<file path="config.mk">
export PLATFORM = sky130hd
export DESIGN_NAME = reset_sequencer
export DESIGN_NICKNAME = d
export VERILOG_FILES = /design/src/rtl/console_pkg.sv /design/src/rtl/rst_debounce.sv /design/src/rtl/reset_sequencer.sv
export SDC_FILE = /design/constraint.sdc
export NUM_CORES = 1
export LEC_CHECK = 0
export ABC_AREA = 0
export BUFFER_PORTS_ARGS = -buffer_cell sky130_fd_sc_hd__buf_2
export CORE_MARGIN = 4
export CORE_UTILIZATION = 57
export DETAILED_ROUTE_END_ITERATION = 7
export PLACE_DENSITY = 0.75
export SLEW_MARGIN = 30
export SYNTH_ARGS = -nofsm -noshare
export SYNTH_HDL_FRONTEND = slang
export SYNTH_SLANG_ARGS = --single-unit
</file>
<file path="constraint.sdc">
create_clock -name clk -period 5.2 [get_ports clk]
set_clock_uncertainty 0.15 [all_clocks]
set_input_delay 1.04 -clock clk [delete_from_list [all_inputs] [get_ports clk]]
set_output_delay 1.04 -clock clk [all_outputs]
set_load 0.01 [all_outputs]
</file>
<file path="src/rtl/console_pkg.sv">
// Shared definitions for the console top level: reset sequencer state
// encoding, default 25 MHz timing constants and a small sizing helper.
package console_pkg;

  typedef enum logic [1:0] {
    HOLD  = 2'd0,
    STAGE = 2'd1,
    RUN   = 2'd2
  } rst_seq_state_t;

  // 0.062 s power-on hold at 25 MHz
  localparam int POR_CYCLES_25MHZ = 1562500;
  // 10 ms stable-low requirement for board buttons at 25 MHz
  localparam int DEBOUNCE_25MHZ   = 250000;

  function automatic int max3(input int a, input int b, input int c);
    int m;
    m = (a > b) ? a : b;
    m = (m > c) ? m : c;
    return m;
  endfunction

endpackage

</file>
<file path="src/rtl/rst_debounce.sv">
// Button conditioner: 2-flop synchroniser followed by a stable-count
// debouncer. level is the debounced button level (1 = released) and press
// is a one-cycle pulse issued together with a debounced released->pressed
// change. Also intended for the joypad buttons.
module rst_debounce
  import console_pkg::*;
#(
  parameter int DEBOUNCE_CYCLES = DEBOUNCE_25MHZ
) (
  input  logic clk,
  input  logic reset,
  input  logic btn_n,
  output logic level,
  output logic press
);

  localparam int            CW   = $clog2(DEBOUNCE_CYCLES + 1);
  localparam logic [CW-1:0] LAST = CW'(DEBOUNCE_CYCLES - 1);

  logic          sync_a;
  logic          sync_b;
  logic [CW-1:0] stable_cnt;

  // Bring the asynchronous button into the clk domain; idle level is released.
  always_ff @(posedge clk or posedge reset) begin
    if (reset) begin
      sync_a <= 1'b1;
      sync_b <= 1'b1;
    end else begin
      sync_a <= btn_n;
      sync_b <= sync_a;
    end
  end

  // Accept a new level only after it has been seen DEBOUNCE_CYCLES cycles in a row.
  always_ff @(posedge clk or posedge reset) begin
    if (reset) begin
      level      <= 1'b1;
      press      <= 1'b0;
      stable_cnt <= '0;
    end else begin
      press <= 1'b0;
      if (sync_b == level) begin
        stable_cnt <= '0;
      end else if (stable_cnt == LAST) begin
        level      <= sync_b;
        press      <= ~sync_b;
        stable_cnt <= '0;
      end else begin
        stable_cnt <= stable_cnt + CW'(1);
      end
    end
  end

endmodule

</file>
<file path="src/rtl/reset_sequencer.sv">
// Power-on / re-triggerable reset sequencer. Holds every downstream domain in
// reset for POR_CYCLES, then releases the channels in order 0..N_CH-1, each
// after at least STAGE_CYCLES and its ready acknowledge, or after
// TIMEOUT_CYCLES without one (flagged in the sticky fault vector). A
// debounced button press or sw_rst_req restarts the whole sequence.
module reset_sequencer
  import console_pkg::*;
#(
  parameter int N_CH            = 3,
  parameter int POR_CYCLES      = POR_CYCLES_25MHZ,
  parameter int STAGE_CYCLES    = 1024,
  parameter int TIMEOUT_CYCLES  = 65536,
  parameter int DEBOUNCE_CYCLES = DEBOUNCE_25MHZ
) (
  input  logic            clk,
  input  logic            reset,
  input  logic            ext_rst_n,
  input  logic            sw_rst_req,
  input  logic [N_CH-1:0] ready,
  output logic [N_CH-1:0] run,
  output logic            done,
  output logic [N_CH-1:0] fault
);

  localparam int CNT_W = $clog2(max3(POR_CYCLES, TIMEOUT_CYCLES, DEBOUNCE_CYCLES) + 1);
  localparam int IDX_W = (N_CH > 1) ? $clog2(N_CH) : 1;

  localparam logic [CNT_W-1:0] POR_LAST   = CNT_W'(POR_CYCLES - 1);
  localparam logic [CNT_W-1:0] STAGE_LAST = CNT_W'(STAGE_CYCLES - 1);
  localparam logic [CNT_W-1:0] TO_LAST    = CNT_W'(TIMEOUT_CYCLES - 1);
  localparam logic [IDX_W-1:0] IDX_LAST   = IDX_W'(N_CH - 1);

  rst_seq_state_t   state, state_next;
  logic [CNT_W-1:0] cnt, cnt_next;
  logic [IDX_W-1:0] idx, idx_next;
  logic [N_CH-1:0]  run_next;
  logic             done_next;
  logic [N_CH-1:0]  fault_next;
  logic             advance;
  logic             btn_level;
  logic             btn_press;
  logic             trigger;

  rst_debounce #(
    .DEBOUNCE_CYCLES(DEBOUNCE_CYCLES)
  ) u_debounce (
    .clk   (clk),
    .reset (reset),
    .btn_n (ext_rst_n),
    .level (btn_level),
    .press (btn_press)
  );

  assign trigger = btn_press | sw_rst_req;

  // State, dwell counter, channel index and all outputs are registered here.
  always_ff @(posedge clk or posedge reset) begin
    if (reset) begin
      state <= HOLD;
      cnt   <= '0;
      idx   <= '0;
      run   <= '0;
      done  <= 1'b0;
      fault <= '0;
    end else begin
      state <= state_next;
      cnt   <= cnt_next;
      idx   <= idx_next;
      run   <= run_next;
      done  <= done_next;
      fault <= fault_next;
    end
  end

  // Next-state logic; a restart trigger takes priority over any advance.
  always_comb begin
    state_next = state;
    cnt_next   = cnt;
    idx_next   = idx;
    run_next   = run;
    done_next  = done;
    fault_next = fault;
    advance    = 1'b0;

    if (trigger) begin
      state_next = HOLD;
      cnt_next   = '0;
      idx_next   = '0;
      run_next   = '0;
      done_next  = 1'b0;
      fault_next = '0;
    end else begin
      case (state)
        HOLD: begin
          run_next = '0;
          if (!btn_level) begin
            // button still held down: POR interval starts after release
            cnt_next = '0;
          end else if (cnt == POR_LAST) begin
            run_next[0] = 1'b1;
            cnt_next    = '0;
            idx_next    = '0;
            state_next  = STAGE;
          end else begin
            cnt_next = cnt + CNT_W'(1);
          end
        end
        STAGE: begin
          if (ready[idx] && (cnt >= STAGE_LAST)) begin
            advance = 1'b1;
          end else if (!ready[idx] && (cnt == TO_LAST)) begin
            advance         = 1'b1;
            fault_next[idx] = 1'b1;
          end else begin
            cnt_next = cnt + CNT_W'(1);
          end
          if (advance) begin
            cnt_next = '0;
            if (idx == IDX_LAST) begin
              done_next  = 1'b1;
              state_next = RUN;
            end else begin
              run_next[idx + IDX_W'(1)] = 1'b1;
              idx_next                  = idx + IDX_W'(1);
            end
          end
        end
        RUN: begin
          cnt_next = '0;
        end
        default: begin
          state_next = HOLD;
          cnt_next   = '0;
          idx_next   = '0;
          run_next   = '0;
          done_next  = 1'b0;
          fault_next = '0;
        end
      endcase
    end
  end

endmodule
</file>
==> impl_metrics.tcl, run 1 <==
set metrics [dict create \
    placeableCoreArea_um2 4720 \
    crit_fanout 21 \
    synth_area_um2 2780 \
    numCtsBuffers 5 \
    ys_top_cells_by_area "dfrtp_1 46%, nor2_1 8.0%, xor2_1 6.6%, xnor2_1 4.7%, nand2_1 3.2%" \
    clock_path_buffers 2 \
    cp.required_ns 5.24 \
    synth_top_area_cell "dfrtp_1" \
    dp_slack_ns 2.54 \
    timing.slew.headroom_pct 47.4 \
    hold_slack_ns 0.219 \
    vias_per_cell 5.39 \
    ys_ff_latch 54 \
    dr.pass1.iters 4 \
    crit_start "ready[2]" \
    postCtsSetupRepairBufs 0 \
    worstPathArrival_ns 2.38 \
    tightest_slew_ns 0.782 \
    cts.sinks 54 \
    antenna_cells 0 \
    dieArea_um2 6050 \
    cp_slowest_cell "mux2i_4" \
    drt-met1-wl_um 2370 \
    initial_core_util_pct 58.8 \
    cellPowerDensity_nw_per_um2 226 \
    gp_congestion 0.867 \
    vias 1971 \
    instances_no_fill 366 \
    ioPinCount 14 \
    routedWlPerCell_um 13.3 \
    path_delay_family "compound AO/OA/AOI/OAI gates" \
    synth_top_area_share_pct 45.9 \
    period_share_pct 45.0 \
    slew_violations 0 \
    portBuffers 13 \
    fin_util_pct 63.2 \
    fin_crit_ns 2.34 \
    dr_wl_met3_um 145 \
    synth_edf_count 0 \
    synth_nets 296 \
    finalSetupViolations 0 \
    timing.fmax_mhz 427 \
    path_buf_inv 1 \
    hold_buffers 0 \
    endpoint_kind "register" \
    cts_root_buffer "clkbuf_8" \
    first_global_vias 1852 \
    die_w_um 77.8 \
    crit_cells 6 \
    cts-resized-gates 0 \
    seq_area_frac_synth_pct 48.8 \
    syn_inst 282 \
    dieHeight_um 77.8 \
    clock_latency_ns 0.30 \
    irDropWorstVdd_v 0.000116 \
    reg2reg_to "cnt[7]" \
    r2r_slack_ns 2.91 \
    drt-initial-drc-count 115 \
    path_class "in2reg" \
    r2r-start "cnt[11]" \
    p_leak_nw 1.28 \
    rows 25 \
    mostFrequentLayoutCells "59 x nor2_1, 51 x dfrtp_1, 24 x nand2_1" \
    status "finished, final reports clean" \
    drc 0 \
    r2r_cells 6 \
    clk_pin_slew_worst_paths_ns 0.09 \
    top_layer "met4" \
    max_cap_violations 0 \
    hold_class "reg2reg" \
    ant_nets 0 \
    drive_gt1_share_pct 12.4 \
    layout.nets 312 \
    fin_setup_tns_ns 0 \
    tritoncts "yes" \
    ys_dominant_reg_cell "dfrtp_1" \
    grt_max_degree 55 \
    hold_violations 0 \
    fin_ws_ns 2.86 \
    synth.avg_cell_area_um2 9.85 \
    ys_types 47 \
    slowest_delay_ns 0.46 \
    overflow 0 \
    cts_max_level 2 \
    gr-usage-all-layers_pct 17.4 \
    cp-start-kind "primary input" \
    hpwl_um 3460 \
    syn2layout_area_growth_pct 7.52 \
    routed_wl_um 4880 \
    dp_cells 358 \
    rsz0062_at_grt "false" \
    grt_antenna_before_repair 0 \
    routed-wl-met2_um 2310 \
    layout_commonest_cell "nor2_1" \
    ys_async_sr_fraction_pct 100 \
    timing.critical_path.to "cnt[7]" \
    grt_pass1_wl_um 8490 \
    cp_cell_sequence "buf_2, mux2i_1, o21ai_1, mux2i_4, o22a_4, nor2_1" \
    ys_warn_count 0 \
    fillers 399 \
]
flip-flops by register name (all words and copies together), names as in the netlist:
signal                 flops
cnt                       21
u_debounce.stable_cnt     18
fault                      3
run                        3
idx                        2
state                      2
done                       1
u_debounce.level           1
u_debounce.press           1
u_debounce.sync_a          1
u_debounce.sync_b          1
cell type report:
type	count	area [um^2]	area share, %
clock buffers	6	72.6	2.43
clock inverters	2	15.0	0.503
inverters	8	30.0	1.01
multi-input cells	215	1360	45.5
flip-flops and latches	54	1360	45.4
well taps	67	83.8	2.81
repair buffers	14	72.6	2.43
metrics by stage:
stage	power [mW]	instance area, um^2
2_1_floorplan	0.447	2780
3_3_place_gp	0.454	2900
3_5_place_dp	0.454	2900
4_1_cts	0.680	2990
5_1_grt	0.701	2990
6_report	0.674	2990
power by group:
group / total [mW] / leakage [nW] / switching (mW) / internal, mW
sequential: 0.425 / 0.742 / 0.00234 / 0.423
clock: 0.228 / 0.0374 / 0.133 / 0.0951
combinational: 0.0200 / 0.497 / 0.0146 / 0.00542
total: 0.674 / 1.28 / 0.150 / 0.523
Yosys cell counts, types with 2 or more instances:
cell type and number:
o21ai_0 5, nor2b_1 3, dfstp_2 3, clkbuf_1 2, inv_1 8, nor2_1 59, ha_1 7, buf_6 2
or2_2 2, nor3_1 10, a31oi_1 3, nand4_4 2, nand4_1 6, or4_1 2, and3_1 3, nor3b_1 2
xor2_1 21, a21oi_1 6, xnor2_1 15, dfrtp_1 51, nand2_1 24, nand4b_1 2, nand3_1 17, nor4_1 4
worst register-to-register path, delay by kind of cell, from the launching register on:
kind               cells  cell delay, ns
and+or+nand+nor        4            0.83
muxes                  1            0.34
DFF                    1            0.51
AOI/OAI and AO/OA      1            0.34
cells by family (layout without fill, tap and decap cells):
kind of cell	after synthesis	count (layout)	share of synthesized area, %
and+or+nand+nor	148	148	27.8
AOI/OAI and AO/OA	21	21	4.96
adders and majority gates	7	7	3.15
xor gates and xnor gates	36	36	11.4
muxes	3	3	1.58
DFF	54	54	48.8
buffers and inverters	13	30	2.34
per-layer routing:
layer / GRT usage (%) / vias up
li1: - / 990
met1: 23.8 / 936
met2: 28.0 / 38
met3: 3.83 / 7
met4: 4.27 / 0
met5: 0 / -
worst min path at each step:
stage                      start                 to  slack, ns  depth (start not counted)
6_report       u_debounce.sync_a  u_debounce.sync_b       0.22                          0
5_1_grt        u_debounce.sync_a  u_debounce.sync_b       0.23                          0
4_1_cts        u_debounce.sync_a  u_debounce.sync_b       0.22                          0
3_5_place_dp   u_debounce.sync_a  u_debounce.sync_b       0.21                          0
3_3_place_gp   u_debounce.sync_a  u_debounce.sync_b       0.21                          0
2_1_floorplan  u_debounce.sync_a  u_debounce.sync_b       0.20                          0
(Power assumes the default switching activity.)
==> run 2, diff against run 1 <==
- ABC_AREA: 0 -> 1
- clock period: 5.2 -> 2.3 ns (I/O delays scaled with it)
==> impl_metrics.tcl, run 2 <==
set metrics [dict create \
    status "finished, final reports clean" \
    crit_start "cnt[0]" \
    synth_top_area_share_pct 39.4 \
    clock_latency_ns 0.31 \
    hold_violations 0 \
    layout.nets 452 \
    ys_warn_count 0 \
    syn_inst 420 \
    dieHeight_um 83.4 \
    gr-usage-all-layers_pct 21.2 \
    rsz0062_at_grt "false" \
    placeableCoreArea_um2 5510 \
    yosysMostFrequentCell "nand2_1" \
    finalSetupViolations 0 \
    drt-met1-wl_um 3150 \
    endpoint_kind "register" \
    antenna_cells 0 \
    fin_setup_tns_ns 0 \
    portBuffers 13 \
    crit_cells 10 \
    routed-wl-met2_um 3280 \
    layout_commonest_cell "nand2_1" \
    r2r_slack_ns 0.24 \
    first_global_vias 2732 \
    clock_path_buffers 2 \
    cp-start-kind "register" \
    cts_max_level 2 \
    fin_util_pct 63.6 \
    cp_cell_sequence "ha_1, inv_1, nor2_1, nand4_1, nor2_1, nand3_1, a21oi_1, nand2_1, nand2_1, nand2_1" \
    grt_pass1_wl_um 12300 \
    timing.fmax_mhz 485 \
    comb_power_share_pct 11.4 \
    slowest_delay_ns 0.43 \
    ys_dominant_reg_cell "dfrtp_1" \
    tightest_slew_ns 0.591 \
    drive_gt1_share_pct 14.8 \
    path_class "reg2reg" \
    p_seq_share_pct 57.2 \
    ys_types 34 \
    reg.largest.list "cnt (21), u_debounce.stable_cnt (18)" \
    hold_slack_ns 0.0172 \
    netSwitchingFraction_pct 26.4 \
    fin_total_pwr_mw 1.75 \
    slew_violations 0 \
    instances_no_fill 511 \
    initial_core_util_pct 58.8 \
    max_cap_violations 0 \
    routed_wl_um 6740 \
    p_leak_nw 1.56 \
    synth_edf_count 0 \
    syn2layout_area_growth_pct 8.15 \
    period_share_pct 89.6 \
    ant_nets 0 \
    hold_class "in2async" \
    ioPinCount 14 \
    dieArea_um2 6950 \
    vias_per_cell 5.31 \
    irDropWorstVdd_v 0.000328 \
    path_delay_family "simple AND/OR/NAND/NOR gates" \
    ys_ff_latch 54 \
    overflow 0 \
    reg2reg_to "idx[0]" \
    timing.slew.headroom_pct 60.2 \
    tritoncts "yes" \
    worstPathArrival_ns 2.12 \
    rows 27 \
    drt-initial-drc-count 213 \
    ys_top_cells_by_area "dfrtp_1 39%, nand2_1 9.2%, nor2_1 8.3%, inv_1 6.5%, xor2_1 5.7%" \
    cp.required_ns 2.36 \
    synth.avg_cell_area_um2 7.71 \
    worst_path_most_repeated_cell "nand2_1" \
    top_register "cnt" \
    fillers 496 \
    cts-resized-gates 0 \
    die_w_um 83.4 \
    synth_area_um2 3240 \
    cts_root_buffer "clkbuf_8" \
    cp_slowest_cell "dfrtp_1" \
    grt_antenna_before_repair 0 \
    hold_buffers 0 \
    postCtsSetupRepairBufs 0 \
    crit_fanout 4 \
    fin_crit_ns 2.06 \
    r2r-start "cnt[0]" \
    power_frac_clock_pct 31.3 \
    clk_pin_slew_worst_paths_ns 0.10 \
    ys_async_sr_fraction_pct 100 \
    mostFrequentLayoutCells "79 x nand2_1, 72 x nor2_1, 55 x inv_1" \
    power.switching_mw 0.462 \
    vias 2715 \
    cellPowerDensity_nw_per_um2 500 \
    synth_common_cells "79 x nand2_1, 72 x nor2_1, 56 x inv_1, 51 x dfrtp_1, 29 x nand3_1" \
    gp_congestion 0.866 \
    hpwl_um 5150 \
    path_buf_inv 1 \
    r2r_cells 10 \
    p_int_mw 1.29 \
    synth_nets 434 \
    largest_register_ffs 21 \
    synth_top_area_cell "dfrtp_1" \
    dr_wl_met3_um 230 \
    numCtsBuffers 5 \
    top_layer "met4" \
    cts.sinks 54 \
    seq_area_frac_synth_pct 41.8 \
    drc 0 \
    routedWlPerCell_um 13.2 \
    dr.pass1.iters 5 \
    grt_max_degree 34 \
    dp_cells 503 \
]
[run 2: cell count changes after synthesis, moves of 6 or more]
cell,change
nor2_2,+15
nand3_1,+12
nand4_1,+12
nor2_1,+13
nand2_2,+6
nand2_1,+55
xnor2_1,-13
inv_1,+48
[run 2: how the worst max path moves through the flow]
stage | endpoint | slack, ns
after floorplan | cnt[0] | 0.38
after CTS | cnt[18] | 0.29
after detailed placement | cnt[15] | 0.30
final | idx[0] | 0.24
after global placement | cnt[15] | 0.28
after global routing | idx[1] | 0.11
[run 2: per-layer routing]
metal | vias up | global-route usage (%)
met1 | 1283 | 28.0
met4 | 0 | 6.24
li1 | 1371 | -
met3 | 8 | 3.47
met2 | 53 | 35.7
met5 | - | 0
[run 2: final cells by class]
cell class / count / area [um^2] / share of cell area, %
clock buffer: 6 / 82.6 / 2.36
clock inverter: 2 / 12.5 / 0.357
inverter: 57 / 214 / 6.11
multi-input combinational: 304 / 1640 / 46.7
sequential: 54 / 1360 / 38.7
timing repair buffer: 16 / 113 / 3.21
tap: 72 / 90.1 / 2.57
[run 2: cells by family after synthesis]
| logic type | count (synthesis) | share of synthesized area, % |
|---|---|---|
| AOI/OAI and AO/OA | 19 | 3.55 |
| buffers and inverters | 62 | 7.65 |
| muxes | 1 | 0.309 |
| xor gates and xnor gates | 23 | 6.22 |
| and+or+nand+nor | 254 | 37.7 |
| adders and majority gates | 7 | 2.70 |
| DFF | 54 | 41.8 |
[run 2: power by group through the flow]
| stage | sequential [mW] | combinational, mW | clock [mW] |
|---|---|---|---|
| floorplan | 1.02 | 0.137 | 0 |
| global placement | 1.02 | 0.199 | 0 |
| detailed placement | 1.02 | 0.203 | 0 |
| CTS | 1.00 | 0.204 | 0.572 |
| global route | 1.01 | 0.230 | 0.617 |
| finish | 1.00 | 0.200 | 0.549 |
[run 2: through the flow]
stage / cell area [um^2] / worst slack [ns]
floorplan: 3240 / 0.380
global placement: 3410 / 0.282
finish: 3500 / 0.240
detailed placement: 3410 / 0.302
global route: 3500 / 0.105
CTS: 3500 / 0.289
